<file path="src/rtl/alu_arbiter.sv">
// -----------------------------------------------------------------------------
// alu_arbiter
//
// Shares one external combinational ALU between two requesting ports. A small
// three-state controller (IDLE -> EXEC -> DONE) picks a winner, latches that
// port's operands into the ALU operand latches, captures the ALU result one
// cycle later and pulses the winner's done. Arbitration is round-robin by
// default, or fixed priority for port 0 when FIXED_PRIO is non-zero.
//
// Ports
//   clk            in   clock, all state on the rising edge
//   reset_n        in   asynchronous active-low reset
//   req0/req1      in   per-port request, held with stable operands until done
//   a0/b0, a1/b1   in   8-bit operands per port
//   op0/op1        in   3-bit ALU operation per port (passed through untouched)
//   gnt0/gnt1      out  registered, high during the EXEC cycle of that port
//   done0/done1    out  registered one-cycle pulse, res valid for that port
//   res            out  registered ALU result of the last completed transaction
//   res_zero       out  registered ALU zero flag of the last transaction
//   busy           out  high while in EXEC or DONE
//   alu_a/alu_b    out  operands to the shared ALU (from the operand latches)
//   alu_op         out  operation to the shared ALU (from the operand latch)
//   alu_y          in   combinational ALU result
//   alu_zero       in   combinational ALU zero flag
// -----------------------------------------------------------------------------
module alu_arbiter #(
   parameter int unsigned FIXED_PRIO = 0
) (
   input  logic       clk,
   input  logic       reset_n,
   input  logic       req0,
   input  logic       req1,
   input  logic [7:0] a0,
   input  logic [7:0] b0,
   input  logic [7:0] a1,
   input  logic [7:0] b1,
   input  logic [2:0] op0,
   input  logic [2:0] op1,
   output logic       gnt0,
   output logic       gnt1,
   output logic       done0,
   output logic       done1,
   output logic [7:0] res,
   output logic       res_zero,
   output logic       busy,
   output logic [7:0] alu_a,
   output logic [7:0] alu_b,
   output logic [2:0] alu_op,
   input  logic [7:0] alu_y,
   input  logic       alu_zero
);

   localparam bit FixedPrio = (FIXED_PRIO != 0);

   typedef enum logic [1:0] {
      StIdle = 2'd0,
      StExec = 2'd1,
      StDone = 2'd2
   } state_e;

   state_e     state_q, state_d;

   // Operand latches feeding the shared ALU.
   logic [7:0] a_q, a_d;
   logic [7:0] b_q, b_d;
   logic [2:0] op_q, op_d;

   // sel: port currently in flight (0/1). last: port served most recently;
   // resets to 1 so port 0 wins the first simultaneous request.
   logic       sel_q, sel_d;
   logic       last_q, last_d;

   logic       gnt0_q, gnt0_d;
   logic       gnt1_q, gnt1_d;
   logic       done0_q, done0_d;
   logic       done1_q, done1_d;
   logic [7:0] res_q, res_d;
   logic       zero_q, zero_d;

   // Arbitration. Port 0 wins when alone, under fixed priority, or when port 1
   // was the last one served; otherwise a pending port 1 takes it.
   logic       win0, win1;

   always_comb begin
      win0 = req0 && (!req1 || FixedPrio || last_q);
      win1 = req1 && !win0;
   end

   // ---------------------------------------------------------------------------
   // State and datapath registers
   // ---------------------------------------------------------------------------
   always_ff @(posedge clk or negedge reset_n) begin
      if (!reset_n) begin
         state_q <= StIdle;
         a_q     <= '0;
         b_q     <= '0;
         op_q    <= '0;
         sel_q   <= 1'b0;
         last_q  <= 1'b1;
         gnt0_q  <= 1'b0;
         gnt1_q  <= 1'b0;
         done0_q <= 1'b0;
         done1_q <= 1'b0;
         res_q   <= '0;
         zero_q  <= 1'b0;
      end else begin
         state_q <= state_d;
         a_q     <= a_d;
         b_q     <= b_d;
         op_q    <= op_d;
         sel_q   <= sel_d;
         last_q  <= last_d;
         gnt0_q  <= gnt0_d;
         gnt1_q  <= gnt1_d;
         done0_q <= done0_d;
         done1_q <= done1_d;
         res_q   <= res_d;
         zero_q  <= zero_d;
      end
   end

   // ---------------------------------------------------------------------------
   // Next-state logic
   // ---------------------------------------------------------------------------
   always_comb begin
      state_d = state_q;
      unique case (state_q)
         StIdle: begin
            if (req0 || req1) begin
               state_d = StExec;
            end
         end
         StExec:  state_d = StDone;
         StDone:  state_d = StIdle;
         default: state_d = StIdle;
      endcase
   end

   // ---------------------------------------------------------------------------
   // Next values of the registered outputs and latches
   // ---------------------------------------------------------------------------
   always_comb begin
      a_d     = a_q;
      b_d     = b_q;
      op_d    = op_q;
      sel_d   = sel_q;
      last_d  = last_q;
      gnt0_d  = 1'b0;
      gnt1_d  = 1'b0;
      done0_d = 1'b0;
      done1_d = 1'b0;
      res_d   = res_q;
      zero_d  = zero_q;

      unique case (state_q)
         StIdle: begin
            if (win0) begin
               a_d    = a0;
               b_d    = b0;
               op_d   = op0;
               sel_d  = 1'b0;
               gnt0_d = 1'b1;
            end else if (win1) begin
               a_d    = a1;
               b_d    = b1;
               op_d   = op1;
               sel_d  = 1'b1;
               gnt1_d = 1'b1;
            end
         end
         StExec: begin
            // The latched operands have been on the ALU for a full cycle.
            res_d   = alu_y;
            zero_d  = alu_zero;
            done0_d = !sel_q;
            done1_d = sel_q;
            last_d  = sel_q;
         end
         default: begin
         end
      endcase
   end

   // ---------------------------------------------------------------------------
   // Outputs
   // ---------------------------------------------------------------------------
   assign gnt0     = gnt0_q;
   assign gnt1     = gnt1_q;
   assign done0    = done0_q;
   assign done1    = done1_q;
   assign res      = res_q;
   assign res_zero = zero_q;
   assign busy     = (state_q != StIdle);
   assign alu_a    = a_q;
   assign alu_b    = b_q;
   assign alu_op   = op_q;

`ifndef SYNTHESIS
   a_gnt_onehot: assert property (@(posedge clk) disable iff (!reset_n)
      !(gnt0_q && gnt1_q));
   a_done_onehot: assert property (@(posedge clk) disable iff (!reset_n)
      !(done0_q && done1_q));
   a_gnt_in_exec: assert property (@(posedge clk) disable iff (!reset_n)
      (gnt0_q || gnt1_q) |-> (state_q == StExec));
`endif

endmodule

</file>
<file path="config.mk">
export PLATFORM = sky130hd
export DESIGN_NAME = alu_arbiter
export DESIGN_NICKNAME = d
export VERILOG_FILES = /design/src/rtl/alu_arbiter.sv
export SDC_FILE = /design/constraint.sdc
export NUM_CORES = 1
export LEC_CHECK = 0
export CORE_ASPECT_RATIO = 0.6
export CORE_UTILIZATION = 42
export DETAILED_ROUTE_END_ITERATION = 12
export PLACE_DENSITY = 0.85
export REMOVE_ABC_BUFFERS = 1
export SYNTH_ARGS = -nofsm -noshare
export SYNTH_HDL_FRONTEND = slang
export SYNTH_SLANG_ARGS = --single-unit
</file>
<file path="constraint.sdc">
create_clock -name clk -period 2.87 [get_ports clk]
set_input_delay 0.4305 -clock clk [delete_from_list [all_inputs] [get_ports clk]]
set_output_delay 0.4305 -clock clk [all_outputs]
set_load 0.05 [all_outputs]
</file>
Yosys cells after proc, flatten, opt, wreduce, memory -nomap -nowiden
Cells that the tools add are included.
{"block": "classes", "n_eq_ne": 2, "mux": 17, "reduce_logical": 11}
{"cell": "2-to-1 mux 8 bit", "count": 4}
{"cell": "2-to-1 mux 1 bit", "count": 9}
{"cell": "2-to-1 mux 3 bit", "count": 2}
{"cell": "case mux 2 bit (2 select lines)", "count": 1}
{"cell": "nonzero test 2 bit", "count": 2}
{"cell": "logical NOT 1 bit", "count": 3}
{"cell": "== test 2 x 1 -> 1 bit (second input constant)", "count": 1}
{"cell": "logical AND 1 bit", "count": 2}
{"cell": "logical NOT 2 bit", "count": 1}
{"cell": "logical OR 1 bit", "count": 2}
{"cell": "2-to-1 mux 2 bit", "count": 1}
{"cell": "inequality test 2 bit (second input constant)", "count": 1}
{"cell": "AND reduction 2 bit", "count": 1}
{"block": "totals", "reg_bits": 36, "inputBits": 51, "output_inout_bits": 33, "wordCells": 42}

Depth between registers and ports, before layout
{"block": "depth", "ltp_word": 8, "mapped_depth": 5, "depth_no_buf": 4}

Worst setup path before layout
No wires, ideal clock.
{"block": "synth_path", "path_kind": "in2reg", "startpoint": "in req0", "endpoint": "reg a_q[0], in the netlist alu_a[0]", "setup_time_ns": 0.129, "arrival_ns": 1.100, "required_time_ns": 2.741, "setup_slack_ns": 1.641, "cell_stages": 5, "n_path_buf": 2, "cell_sequence": "or2_1 > buf_6 > buf_6 > a21oi_1 > a31oi_1"}
{"block": "synth_between", "elab_chain_len": 5, "word_cells_on_any_way": 6, "cone_classes": "1 x mux; 5 x reduce/logical"}
{"element": "from (decl)", "line_no": "31", "text": "input logic req0,"}
{"element": "logical AND 1 bit *", "line_no": "85", "text": "win0 = req0 && (!req1 || FixedPrio || last_q);"}
{"element": "logical NOT 1 bit", "line_no": "86", "text": "win1 = req1 && !win0;"}
{"element": "logical AND 1 bit", "line_no": "86"}
{"element": "nonzero test 2 bit (no line)"}
{"element": "AND reduction 2 bit (no line)"}
{"element": "to (signal assigned)", "line_no": "95", "text": "a_q <= '0;"}
{"element": "to (signal assigned)", "line_no": "108", "text": "a_q <= a_d;"}
{"element": "to (decl)", "line_no": "64", "text": "logic [7:0] a_q, a_d;"}
Every way passes the cells marked *; elsewhere a longest branch is shown, timed or not.
A chain may end at the register's enable or synchronous reset.

Worst setup path in the final report
{"block": "layout_path", "startpoint": "reg state_q[0]", "endpoint": "out busy"}
{"block": "layout_between", "elab_chain_len": 1}
{"element": "from (decl)", "line_no": "61", "text": "state_e state_q, state_d;"}
{"element": "from (signal assigned)", "line_no": "94", "text": "state_q <= StIdle;"}
{"element": "from (signal assigned)", "line_no": "107", "text": "state_q <= state_d;"}
{"element": "nonzero test 2 bit", "line_no": "193", "text": "assign busy = (state_q != StIdle);"}
{"element": "to (decl)", "line_no": "45", "text": "output logic busy,"}
No other way between the ends.

==> run_results.csv <==
group,metric,value,unit
run_status,status,"completed",
critical_path,criticalPathCategory,"reg -> out",
synth,yosysTopAreaCell,"dfrtp_1",
synth,synth_ff_type,"dfrtp_1",
critical_path,critPathCaptureType,"output port",
die,initial_core_util,46.4,%
routing,ant_nets,0,
finish,final_util,72.4,%
placement,place_inst,287,
sta,setup_slack,0.558,ns
routing,vias_per_cell,5.33,
power,power.share.clock,10.8,%
placement,finalWeightedCongestion,0.792,
clock_tree,htree_levels,2,
sta,hold_ws,0.222,ns
critical_path,cp_data_required_time,2.44,ns
placement,hpwl,3110,µm
critical_path,cpMaxStageDelayCell,"clkdlybuf4s50_1",
synth,synthTopCellsByCount,"35 x dfrtp_1, 28 x nand2_1, 19 x a21oi_1, 19 x a31oi_1, 19 x nand3_1",
power,comb_power_share,60.8,%
sta,fmax,432,MHz
critical_path,cp_max_fo,22,
finish,area_growth,56.1,%
grt,grtUsageMet2,36.7,%
synth,synth_area,0.00160,mm²
synth,synth_area_leaders,"dfrtp_1 55%, a31oi_1 7.4%, nand2_1 6.6%, a21oi_1 6.0%, nand3_1 6.0%",
grt,antenna_found_initial,0,
clock_tree,cts.sinks,36,
sta,tightestPinTransition,0.775,ns
grt,gr-max-usage-layer,"met2",
critical_path,max_stage_delay,0.72,ns
sta,finalCritPeriodShare,80.6,%
die,die_h,49.8,µm
grt,use_met3,7.59,%
grt,grt_pass1_wl,7290,µm
synth,syn_inst,170,
placement,pre_cts_ws,0.658,ns
routing,drt-pass1-iter-count,4,
sta,setup_viol,0,
die,core-area,0.00344,mm²
critical_path,worstPathArrival,1.88,ns
routing,via_count,1573,
grt,grt_max_degree,37,
sta,hold_viol_final,0,
placement,portBuffers,83,
sta,period_minus_slack,2.31,ns
power,pwr_density_cell,1270,mW/mm²
sta,relSlewSlack,48.3,%
power,switchingPower,1590,µW
finish,drive_gt1_share,5.60,%
power,power_frac_seq,28.5,%
clock_tree,cts_resized,0,
die,die_w,81.6,µm
clock_tree,post_cts_buffers,0,
clock_tree,clkLatencyLatePin,0.29,ns
critical_path,cp_num_buf_inv,3,
grt,grt_use_met1,33.5,%
clock_tree,cts-hold-fix-buffers,0,
synth,synth_most_common_cell,"dfrtp_1",
clock_tree,clk_pin_slew,0.08,ns
die,ios,84,
sta,rsz0062_at_grt,"false",
synth,ys_seq_area_share,56.5,%
synth,synth_edf_count,0,
clock_tree,numCtsBuffers,5,
synth,synth.distinct_cells,23,
clock_tree,clockBufferDepth,2,
flow_run,cap_violations,0,
power,leakagePower,0.00105,µW
routing,drtIter0Drc,103,
synth,avgSynthCellArea,9.39,µm²
clock_tree,cts_tree,"done",
finish,diodes,0,
finish,fin_nets,300,
synth,ys_ff_latch,36,
min_path,hold_class,"in -> async",
grt,grt_pass1_vias,1562,
critical_path,start_kind,"register",
critical_path,critPathTopFamily,"buffers and inverters",
die,dieArea,0.00406,mm²
synth,synth_top_area_share,54.9,%
sta,drv_slew,0,
routing,routed_wl,4490,µm
clock_tree,clockRootBuffer,"clkbuf_8",
routing,routedWlPerCell,15.2,µm
critical_path,crit_chain,"nor2_2 > buf_4 > inv_1 > clkdlybuf4s50_1",
grt,grt_use_total,24.1,%
synth,yosysWarnings,0,
power,intPower,1570,µW
die,rows,16,
routing,drc,0,
power,ir_worst_vdd,0.000791,V
sta,finalSetupTns,0,ns
finish,fin_cells,295,
power,switching_share,50.4,%
grt,grt-ovfl-total,0,
sta,finClkSkew,0.0121,ns
synth,async_reset_ff_share,100,%
[worst register-to-register path: cells and delay by family, from the launching register on]
family | cells | cell delay, ns
buffers and inverters | 1 | 0.29
AOI/OAI and AO/OA | 1 | 0.15
and+or+nand+nor | 2 | 0.65
DFF | 1 | 0.35
[power groups by stage]
stage,registers (µW),clock network [µW],logic (µW)
4_1_cts,896,344,1930
5_1_grt,926,368,2040
3_5_place_dp,897,0,1920
3_3_place_gp,902,0,1890
2_1_floorplan,1640,0,475
6_report,900,340,1920
[cells by family after synthesis]
| logic type | share of synthesized area [%] |
|---|---|
| flops | 56.5 |
| compound gates | 20.4 |
| buf+inv | 6.97 |
| simple gates | 16.1 |
[final timing paths]
| kind | end | cells past startpoint | slack [ns] | start |
|---|---|---|---|---|
| worst max-delay path | busy | 4 | 0.56 | state_q[0]$_DFFE_PN0P_ |
| worst min-delay path | alu_b[6]$_DFFE_PN0P_ | 1 | 0.22 | reset_n |
| worst max register to register | last_q$_DFFE_PN1N_ | 4 | 1.36 | state_q[1]$_DFFE_PN0P_ |
| worst min register to register | res[2]$_DFFE_PN0N_ | 2 | 0.48 | res[2]$_DFFE_PN0N_ |
| max in group asynchronous | alu_a[4]$_DFFE_PN0P_ | 1 | 2.15 | reset_n |
| min in group clk | res[2]$_DFFE_PN0N_ | 2 | 0.48 | res[2]$_DFFE_PN0N_ |
[metrics by stage]
| step | power, µW | instance area, µm² |
|---|---|---|
| 5_1_grt | 3340 | 2490 |
| 6_report | 3160 | 2490 |
| 4_1_cts | 3170 | 2490 |
| 3_5_place_dp | 2820 | 2410 |
| 3_3_place_gp | 2790 | 2410 |
| 2_1_floorplan | 2110 | 1500 |
[sequential cells by signal (all words and copies together) (netlist names)]
signal	flops
alu_b	8
last_q	1
alu_op	3
sel_q	1
res	8
gnt0	1
res_zero	1
done0	1
gnt1	1
done1	1
alu_a	8
state_q	2
[placed cells by master (no fill, tap or decap), types with 2 or more instances in the layout]
cell / count
inv_1: 3
a31oi_1: 19
clkbuf_8: 5
nand2b_1: 2
clkbuf_1: 2
dfrtp_1: 35
nand3_1: 19
clkdlybuf4s50_1: 82
nor2_1: 2
nand2_1: 28
o21ai_0: 18
buf_4: 4
a21oi_1: 19
[metal layers]
layer  share of wire (%)  vias up
met5                   0        -
met4                0.65        0
met3                 9.8        5
met2                  42       83
met1                  47      734
li1                    -      751
[area by class of cell]
cell class | count | area (µm²)
fillers | 277 | 951
flip-flops and latches | 36 | 902
repair buffers | 87 | 856
multi-input cells | 116 | 586
clock buffers | 7 | 76.3
well taps | 45 | 56.3
inverters | 3 | 11.3
clock inverters | 1 | 5.00
No activity file was read; power rests on OpenSTA's default activity.
